==> src/rtl/contador_pkg.sv <==
// ---------------------------------------------------------------------------
// contador_pkg
// Shared definitions for the contador_ext counter block:
//   DIR_UP / DIR_DOWN : encodings of the counting / bounce direction
//   sat_load()        : clamps a parallel-load value into 0..MODULO-1
// ---------------------------------------------------------------------------
package contador_pkg;

  localparam logic DIR_UP   = 1'b1;
  localparam logic DIR_DOWN = 1'b0;

  // Values at or above the modulo saturate to the top of the range so the
  // counter can never hold an out-of-range value after a load.
  function automatic logic [31:0] sat_load(input logic [31:0] value,
                                           input logic [31:0] modulo);
    logic [31:0] res;
    if (value >= modulo) begin
      res = modulo - 32'd1;
    end else begin
      res = value;
    end
    return res;
  endfunction

endpackage

==> src/rtl/divisor.sv <==
// ---------------------------------------------------------------------------
// divisor
// N-bit free-running prescaler. Produces a one-cycle tick every 2^N enabled
// cycles; pausing ena freezes the count without losing the phase.
// Ports:
//   clk   in   system clock, rising edge
//   rstn  in   asynchronous active-low reset
//   ena   in   advance enable
//   clr   in   synchronous clear (restarts the period)
//   tick  out  high when the count is all ones and ena is high
// ---------------------------------------------------------------------------
module divisor #(
  parameter int N = 22
) (
  input  logic clk,
  input  logic rstn,
  input  logic ena,
  input  logic clr,
  output logic tick
);

  logic [N-1:0] cnt_q;
  logic [N-1:0] cnt_d;

  // The all-ones count wraps to zero naturally on the same cycle as the tick.
  assign tick = ena & (&cnt_q);

  // Next-state selection for the prescaler count.
  always_comb begin
    cnt_d = cnt_q;
    if (clr) begin
      cnt_d = {N{1'b0}};
    end else if (ena) begin
      cnt_d = cnt_q + {{(N-1){1'b0}}, 1'b1};
    end else begin
      cnt_d = cnt_q;
    end
  end

  // Prescaler state register.
  always_ff @(posedge clk or negedge rstn) begin
    if (!rstn) begin
      cnt_q <= {N{1'b0}};
    end else begin
      cnt_q <= cnt_d;
    end
  end

endmodule

==> src/rtl/contador_ext.sv <==
// ---------------------------------------------------------------------------
// contador_ext
// Prescaled modulo-MODULO counter with enable, up/down direction, saturating
// synchronous load, registered terminal-count pulse and optional ping-pong
// (bounce) mode.
// Build option: define CONTADOR_PINGPONG_EN to compile in the bounce logic
// and its direction register; otherwise pp is ignored.
// Ports:
//   clk   in       system clock, rising edge
//   rstn  in       asynchronous active-low reset
//   ena   in       count enable (freezes prescaler and counter when low)
//   dir   in       1 = up, 0 = down (ignored while bouncing)
//   load  in       synchronous load strobe, wins over a tick
//   din   in [W]   load value, saturated to MODULO-1
//   pp    in       ping-pong select
//   leds  out [W]  registered counter value
//   tc    out      registered one-cycle terminal-count pulse
// ---------------------------------------------------------------------------
module contador_ext
  import contador_pkg::*;
#(
  parameter int N      = 22,
  parameter int W      = 5,
  parameter int MODULO = 32
) (
  input  logic         clk,
  input  logic         rstn,
  input  logic         ena,
  input  logic         dir,
  input  logic         load,
  input  logic [W-1:0] din,
  input  logic         pp,
  output logic [W-1:0] leds,
  output logic         tc
);

  localparam logic [W-1:0] MAX_V  = W'(MODULO - 1);
  localparam logic [W-1:0] ZERO_V = {W{1'b0}};
  localparam logic [W-1:0] ONE_V  = {{(W-1){1'b0}}, 1'b1};

  logic         tick_s;
  logic [W-1:0] leds_q, leds_d;
  logic         tc_q, tc_d;
  logic [W-1:0] norm_leds_s;
  logic         norm_tc_s;

  // A load also restarts the prescaler so the next step is a full period away.
  divisor #(.N(N)) u_divisor (
    .clk  (clk),
    .rstn (rstn),
    .ena  (ena),
    .clr  (load),
    .tick (tick_s)
  );

  // Plain modulo step in the direction given by dir, wrapping at the ends.
  always_comb begin
    norm_leds_s = leds_q;
    norm_tc_s   = 1'b0;
    if (dir == DIR_UP) begin
      if (leds_q == MAX_V) begin
        norm_leds_s = ZERO_V;
        norm_tc_s   = 1'b1;
      end else begin
        norm_leds_s = leds_q + ONE_V;
      end
    end else begin
      if (leds_q == ZERO_V) begin
        norm_leds_s = MAX_V;
        norm_tc_s   = 1'b1;
      end else begin
        norm_leds_s = leds_q - ONE_V;
      end
    end
  end

`ifdef CONTADOR_PINGPONG_EN
  logic bdir_q, bdir_d;

  // Next-state logic: load beats tick; pp picks bounce over plain stepping.
  // The bounce direction is kept while pp is low so re-enabling it resumes
  // in whatever direction it last had.
  always_comb begin
    leds_d = leds_q;
    tc_d   = 1'b0;
    bdir_d = bdir_q;
    if (load) begin
      leds_d = W'(sat_load(32'(din), 32'(MODULO)));
      bdir_d = DIR_UP;
    end else if (tick_s) begin
      if (pp) begin
        if ((bdir_q == DIR_UP) && (leds_q == MAX_V)) begin
          leds_d = MAX_V - ONE_V;
          bdir_d = DIR_DOWN;
          tc_d   = 1'b1;
        end else if ((bdir_q == DIR_DOWN) && (leds_q == ZERO_V)) begin
          leds_d = ONE_V;
          bdir_d = DIR_UP;
          tc_d   = 1'b1;
        end else if (bdir_q == DIR_UP) begin
          leds_d = leds_q + ONE_V;
        end else begin
          leds_d = leds_q - ONE_V;
        end
      end else begin
        leds_d = norm_leds_s;
        tc_d   = norm_tc_s;
      end
    end else begin
      leds_d = leds_q;
    end
  end

  // Bounce direction register.
  always_ff @(posedge clk or negedge rstn) begin
    if (!rstn) begin
      bdir_q <= DIR_UP;
    end else begin
      bdir_q <= bdir_d;
    end
  end
`else
  logic unused_pp_s;
  assign unused_pp_s = pp;

  // Next-state logic: load beats tick; only plain modulo stepping exists.
  always_comb begin
    leds_d = leds_q;
    tc_d   = 1'b0;
    if (load) begin
      leds_d = W'(sat_load(32'(din), 32'(MODULO)));
    end else if (tick_s) begin
      leds_d = norm_leds_s;
      tc_d   = norm_tc_s;
    end else begin
      leds_d = leds_q;
    end
  end
`endif

  // Counter value and terminal-count pulse registers.
  always_ff @(posedge clk or negedge rstn) begin
    if (!rstn) begin
      leds_q <= ZERO_V;
      tc_q   <= 1'b0;
    end else begin
      leds_q <= leds_d;
      tc_q   <= tc_d;
    end
  end

  assign leds = leds_q;
  assign tc   = tc_q;

endmodule

==> config.mk <==
export PLATFORM = sky130hd
export DESIGN_NAME = contador_ext
export DESIGN_NICKNAME = d
export VERILOG_FILES = /design/src/rtl/contador_pkg.sv /design/src/rtl/divisor.sv /design/src/rtl/contador_ext.sv
export SDC_FILE = /design/constraint.sdc
export NUM_CORES = 1
export LEC_CHECK = 0
export BUFFER_PORTS_ARGS = -buffer_cell sky130_fd_sc_hd__buf_4
export CAP_MARGIN = 40
export CELL_PAD_IN_SITES_DETAIL_PLACEMENT = 0
export CELL_PAD_IN_SITES_GLOBAL_PLACEMENT = 1
export CORE_MARGIN = 2
export CORE_UTILIZATION = 30
export CTS_CLUSTER_SIZE = 28
export DETAILED_ROUTE_END_ITERATION = 16
export PLACE_DENSITY_LB_ADDON = 0.1
export SLEW_MARGIN = 40
export SYNTH_ARGS = -nofsm -noshare
export SYNTH_HDL_FRONTEND = slang
export SYNTH_HIERARCHICAL = 1
export SYNTH_SLANG_ARGS = --single-unit
export TNS_END_PERCENT = 50
==> constraint.sdc <==
create_clock -name clk -period 4.3 [get_ports clk]
set_clock_uncertainty 0.2 [all_clocks]
set_input_delay 0.86 -clock clk [delete_from_list [all_inputs] [get_ports clk]]
set_output_delay 0.86 -clock clk [all_outputs]
set_load 0.03 [all_outputs]
==> results of run 1 <==
-- how the worst min path moves through the flow --
stage / from / slack, ns / to
2_1_floorplan: u_divisor/cnt_q[17] / 0.31 / u_divisor/cnt_q[17]
3_3_place_gp: u_divisor/cnt_q[17] / 0.33 / u_divisor/cnt_q[17]
3_5_place_dp: u_divisor/cnt_q[14] / 0.36 / u_divisor/cnt_q[14]
4_1_cts: rstn / 0.30 / u_divisor/cnt_q[15]
5_1_grt: rstn / 0.31 / u_divisor/cnt_q[14]
6_report: rstn / 0.29 / u_divisor/cnt_q[15]
-- critical path, delay by kind of cell (launching register included) --
kind	cells	cell delay [ns]
AOI/OAI and AO/OA	3	0.47
DFF	1	0.41
and+or+nand+nor	2	0.67
adders and majority gates	1	0.36
buffers and inverters	1	0.30
-- flip-flops by register name, summed over array words and instances (netlist names) --
signal,cells
u_divisor/cnt_q,22
leds,5
tc,1
-- cell usage after synthesis, types with 3 or more instances --
master	number	area, sq um
a21oi_1	10	50.05
and3_1	3	18.77
dfrtp_1	28	700.7
ha_1	4	50.05
inv_1	5	18.77
nand2_1	10	37.54
nand3_1	10	50.05
nand4_1	7	43.79
nor2_1	19	71.32
nor4_1	3	18.77
o21ai_0	10	50.05
or3_1	7	43.79
xnor2_1	4	35.03
xor2_1	12	105.1
-- cell families after synthesis --
family	count (synthesis)	synth area share
buffers and inverters	12	0.04068
muxes	4	0.02609
xor gates and xnor gates	16	0.08595
DFF	28	0.4298
AOI/OAI and AO/OA	32	0.1274
adders and majority gates	4	0.03070
and+or+nand+nor	74	0.2594
-- power by group through the flow --
stage	Combinational (mW)	Clock [mW]	Sequential (mW)
after global placement	0.0752	0	0.287
final	0.0757	0.164	0.282
after global routing	0.0848	0.185	0.284
after floorplan	0.0466	0	0.293
after CTS	0.0769	0.174	0.282
after detailed placement	0.0765	0	0.287
-- final cells by class --
cell class | count | share of cell area
Multi-Input combinational cell | 130 | 0.4697
Sequential cell | 28 | 0.3812
Timing Repair Buffer | 15 | 0.06127
Tap cell | 70 | 0.04765
Clock buffer | 4 | 0.02995
Inverter | 5 | 0.01021
-- per-layer routing --
layer | vias to the layer above | GRT usage
met3 | 4 | 0.01860
met4 | 0 | 0.04286
met2 | 26 | 0.2069
met5 | - | 0
met1 | 611 | 0.1771
li1 | 630 | -
==> flow_metrics.env, run 1 <==
export IMPL_r2r_cells=7
export IMPL_tns_ns=0
export IMPL_finalHoldViolCount=0
export IMPL_drc=0
export IMPL_dieArea_sq_um=6040
export IMPL_multi_input_area_sq_um=863.3
export IMPL_clockBufferDepth=2
export IMPL_dpl_instance_area_sq_um=1783
export IMPL_fill_cells=533
export IMPL_ant_nets=0
export IMPL_crit_start="u_divisor/cnt_q[0]"
export IMPL_path_clk_slew_ns=0.10
export IMPL_fin_crit_ns=2.527
export IMPL_slew_viol_final=0
export IMPL_cts_buffers_inserted=3
export IMPL_min_path_type="primary input to async pin"
export IMPL_cp_max_fo=7
export IMPL_async_flop_share=1.000
export IMPL_power_clock_fraction=0.315
export IMPL_dr_wl_met2_microns=1621
export IMPL_tightest_slew_ns=0.6786
export IMPL_cp_start_kind="flip-flop"
export IMPL_reg2reg_from="u_divisor/cnt_q[0]"
export IMPL_vias=1271
export IMPL_synth_area_sq_um=1630
export IMPL_grt_max_degree=37
export IMPL_cts_tree="yes"
export IMPL_dp_hpwl_microns=2473
export IMPL_wl_per_cell_microns=13.96
export IMPL_p_sw_frac=0.2638
export IMPL_grt_pass1_wl_microns=6258
export IMPL_clkSinkCount=28
export IMPL_ctsHtreeMaxLevel=1
export IMPL_status="finished, final reports clean"
export IMPL_routed_wl_met3_microns=111
export IMPL_clock_latency_ns=0.28
export IMPL_synth_flop_cell="dfrtp_1"
export IMPL_critPathCapture="leds[0]"
export IMPL_die_w_microns=77.72
export IMPL_track_usage=0.1286
export IMPL_diodes=0
export IMPL_overflow=0
export IMPL_setup_viol_count_final=0
export IMPL_design_area_sq_um=1838
export IMPL_regArea_sq_um=700.7
export IMPL_ys_types=42
export IMPL_vdd_drop_max_mv=0.1141
export IMPL_powerDensity_nw_per_um2=284.2
export IMPL_synth_edf_count=0
export IMPL_placed_cells=248
export IMPL_rrSetupSlack_ns=1.77
export IMPL_die_y_microns=77.72
export IMPL_wl_met1_microns=1744
export IMPL_cts_resized=0
export IMPL_yosysWarnings=6
export IMPL_drtIter0Drc=72
export IMPL_grt_pass1_vias=1291
export IMPL_synth_seq_area_share=0.4298
export IMPL_synthesis_nets=185
export IMPL_gp_congestion=0.7556
export IMPL_cp_end_kind="flip-flop"
export IMPL_cap_viol_max_count=0
export IMPL_timing_hold_ws_ns=0.2853
export IMPL_crit_slowest_cell="nor4_1"
export IMPL_fmax_ghz=0.3957
export IMPL_cts_root_buf="clkbuf_8"
export IMPL_drive_above_1_share=0.1538
export IMPL_wl_microns=3519
export IMPL_num_io_pins=17
export IMPL_worst_slack_ns=1.773
export IMPL_final_cells=252
export IMPL_finalNetCount=198
export IMPL_leakagePower_nw=0.7652
export IMPL_postCtsHoldBufs=0
export IMPL_worstSetupPathType="flip-flop to flip-flop"
export IMPL_coreArea_sq_um=5172
export IMPL_syn_to_final_growth_pct=12.74
export IMPL_io_buffer_count=15
export IMPL_vias_per_cell=5.044
export IMPL_layout_commonest_cell="dfrtp_1"
export IMPL_rr_endpoint="leds[0]"
export IMPL_layout_common_cells="dfrtp_1 (28), nor2_1 (19), buf_4 (15)"
export IMPL_syn_avg_cell_area_sq_um=9.590
export IMPL_internal_power_mw=0.3846
export IMPL_arrival_ns=2.50
export IMPL_ys_ff_latch=28
export IMPL_power_total_mw=0.5224
export IMPL_pre_cts_slack_ns=1.546
export IMPL_rsz0062_at_grt="false"
export IMPL_postCtsSetupBuffers=0
export IMPL_dr_max_layer_used="met4"
export IMPL_firstDrtPassIters=4
export IMPL_p_switching_mw=0.1378
export IMPL_max_stage_delay_ns=0.54
export IMPL_antenna_found_initial=0
export IMPL_crit_required_ns=4.27
export IMPL_slew_headroom=0.5434
export IMPL_power_frac_comb=0.145
export IMPL_path_cells="ha_1 -> nand4_1 -> nor4_1 -> inv_1 -> a21oi_1 -> a221oi_2 -> a21o_1"
export IMPL_postSynthCellCount=170
export IMPL_finalCritPeriodShare=0.5877
export IMPL_rows=26
export IMPL_initial_core_util=0.3152
export IMPL_final_util=0.3553
export IMPL_pwr_share_seq=0.540
No activity file was read; power rests on OpenSTA's default activity.
==> run 2: changes to the inputs <==
clock period = 2 ns   (was 4.3 ns; I/O delays follow)
==> flow_metrics.env, run 2 (synthesis gave the netlist of run 1 again) <==
export IMPL_gp_congestion=0.7654
export IMPL_holdPathStages=2
export IMPL_cts_root_buf="clkbuf_8"
export IMPL_final_util=0.3931
export IMPL_cap_viol_max_count=0
export IMPL_grt_pass1_wl_microns=6396
export IMPL_max_stage_delay_ns=0.44
export IMPL_hold_end="leds[0]"
export IMPL_rows=26
export IMPL_cts_tree="yes"
export IMPL_top_register="u_divisor/cnt_q"
export IMPL_io_buffer_count=15
export IMPL_firstDrtPassIters=4
export IMPL_status="finished, final reports clean"
export IMPL_finalHoldViolCount=0
export IMPL_antenna_found_initial=0
export IMPL_finalCritPeriodShare=0.9712
export IMPL_crit_required_ns=2.02
export IMPL_dieArea_sq_um=6040
export IMPL_ctsHtreeMaxLevel=1
export IMPL_rsz0062_at_grt="true"
export IMPL_finalNetCount=218
export IMPL_fin_crit_ns=1.942
export IMPL_wl_per_cell_microns=13.82
export IMPL_layout_common_cells="buf_4 (34), dfrtp_1 (27), nor2_1 (18)"
export IMPL_overflow=0
export IMPL_drive_above_1_share=0.2822
export IMPL_cp_end_kind="flip-flop"
export IMPL_grt_pass1_vias=1366
export IMPL_fill_cells=520
export IMPL_drtIter0Drc=55
export IMPL_regArea_sq_um=701.9
export IMPL_worstSetupPathType="flip-flop to flip-flop"
export IMPL_coreArea_sq_um=5172
export IMPL_crit_slowest_cell="dfrtp_1"
export IMPL_wl_microns=3760
export IMPL_cp_start_kind="flip-flop"
export IMPL_postCtsSetupBuffers=0
export IMPL_layout_commonest_cell="buf_4"
export IMPL_powerDensity_nw_per_um2=563.6
export IMPL_final_cells=272
export IMPL_drc=0
export IMPL_vdd_drop_max_mv=0.2567
export IMPL_ant_nets=0
export IMPL_clockBufferDepth=2
export IMPL_cp_max_fo=5
export IMPL_placed_cells=267
export IMPL_largest_reg_flops=22
export IMPL_path_clk_slew_ns=0.10
export IMPL_arrival_ns=1.97
export IMPL_setup_viol_count_final=0
export IMPL_dp_hpwl_microns=2653
export IMPL_diodes=0
export IMPL_fmax_ghz=0.5148
export IMPL_pre_cts_slack_ns=0.01860
export IMPL_rr_endpoint="leds[0]"
export IMPL_hp_start="din[0]"
export IMPL_vias_per_cell=4.967
export IMPL_num_io_pins=17
export IMPL_die_y_microns=77.72
export IMPL_min_path_type="primary input to flip-flop"
export IMPL_clock_latency_ns=0.28
export IMPL_grt_max_degree=36
export IMPL_r2r_cells=6
export IMPL_slew_viol_final=0
export IMPL_cts_buffers_inserted=3
export IMPL_path_cells="inv_1 -> ha_2 -> nand2b_4 -> or4_4 -> a221oi_2 -> a21o_1"
export IMPL_leakagePower_nw=0.8845
export IMPL_worst_slack_ns=0.05764
export IMPL_die_w_microns=77.72
export IMPL_tightest_slew_ns=0.3757
export IMPL_slew_headroom=0.7495
export IMPL_multi_input_area_sq_um=904.6
export IMPL_track_usage=0.1316
export IMPL_vias=1351
export IMPL_rrSetupSlack_ns=0.06
export IMPL_initial_core_util=0.3152
export IMPL_reg2reg_from="leds[0]"
export IMPL_syn_to_final_growth_pct=24.71
export IMPL_clkSinkCount=28
run 2: critical path: cells and delay by family (launching register included):
family | cells | cell delay, ns
AO/OA/AOI/OAI | 2 | 0.38
adder cells (fa/ha/maj) | 1 | 0.24
buffers and inverters | 1 | 0.15
flip-flops | 1 | 0.44
AND/OR/NAND/NOR | 2 | 0.50
run 2: cell type report:
type | instances | area share
Sequential cell | 28 | 0.3452
Timing Repair Buffer | 35 | 0.1305
Clock buffer | 4 | 0.02708
Tap cell | 70 | 0.04308
Inverter | 5 | 0.009231
Multi-Input combinational cell | 130 | 0.4449
run 2: power breakdown:
group,internal (mW),switching (mW)
Clock,0.177,0.187
Sequential,0.581,0.0254
Combinational,0.0788,0.0972
Total,0.836,0.310
run 2: timing repair:
action	4_1_cts	5_1_grt
setup endpoints to repair	0	6
resized for setup	0	13
hold buffers	1	0
hold endpoints to repair	28	0
run 2: per-layer routing:
metal | up-vias | global-route usage | wire length [microns]
met5 | - | 0 | 0
met4 | 0 | 0.04464 | 27
met3 | 4 | 0.01977 | 93
met2 | 22 | 0.2216 | 1818
met1 | 648 | 0.1719 | 1821
li1 | 677 | - | -
run 2: worst max-delay path by stage:
| stage | from | to | depth (start not counted) |
|---|---|---|---|
| floorplan | leds[0] | leds[2] | 7 |
| global placement | u_divisor/cnt_q[17] | leds[0] | 7 |
| detailed placement | u_divisor/cnt_q[14] | leds[0] | 7 |
| CTS | u_divisor/cnt_q[14] | leds[0] | 7 |
| global route | leds[0] | leds[0] | 6 |
| finish | leds[0] | leds[0] | 6 |
run 2: metrics by stage:
stage / cell area, sq um / total power [mW] / setup TNS (ns) / hold WS (ns)
floorplan: 1637 / 0.7291 / 0 / -0.09559
global placement: 1932 / 0.7843 / 0 / 0.1456
detailed placement: 1932 / 0.7885 / 0 / 0.1504
CTS: 1997 / 1.155 / 0 / 0.1186
global route: 2033 / 1.210 / -0.1760 / 0.1210
finish: 2033 / 1.146 / 0 / 0.1248
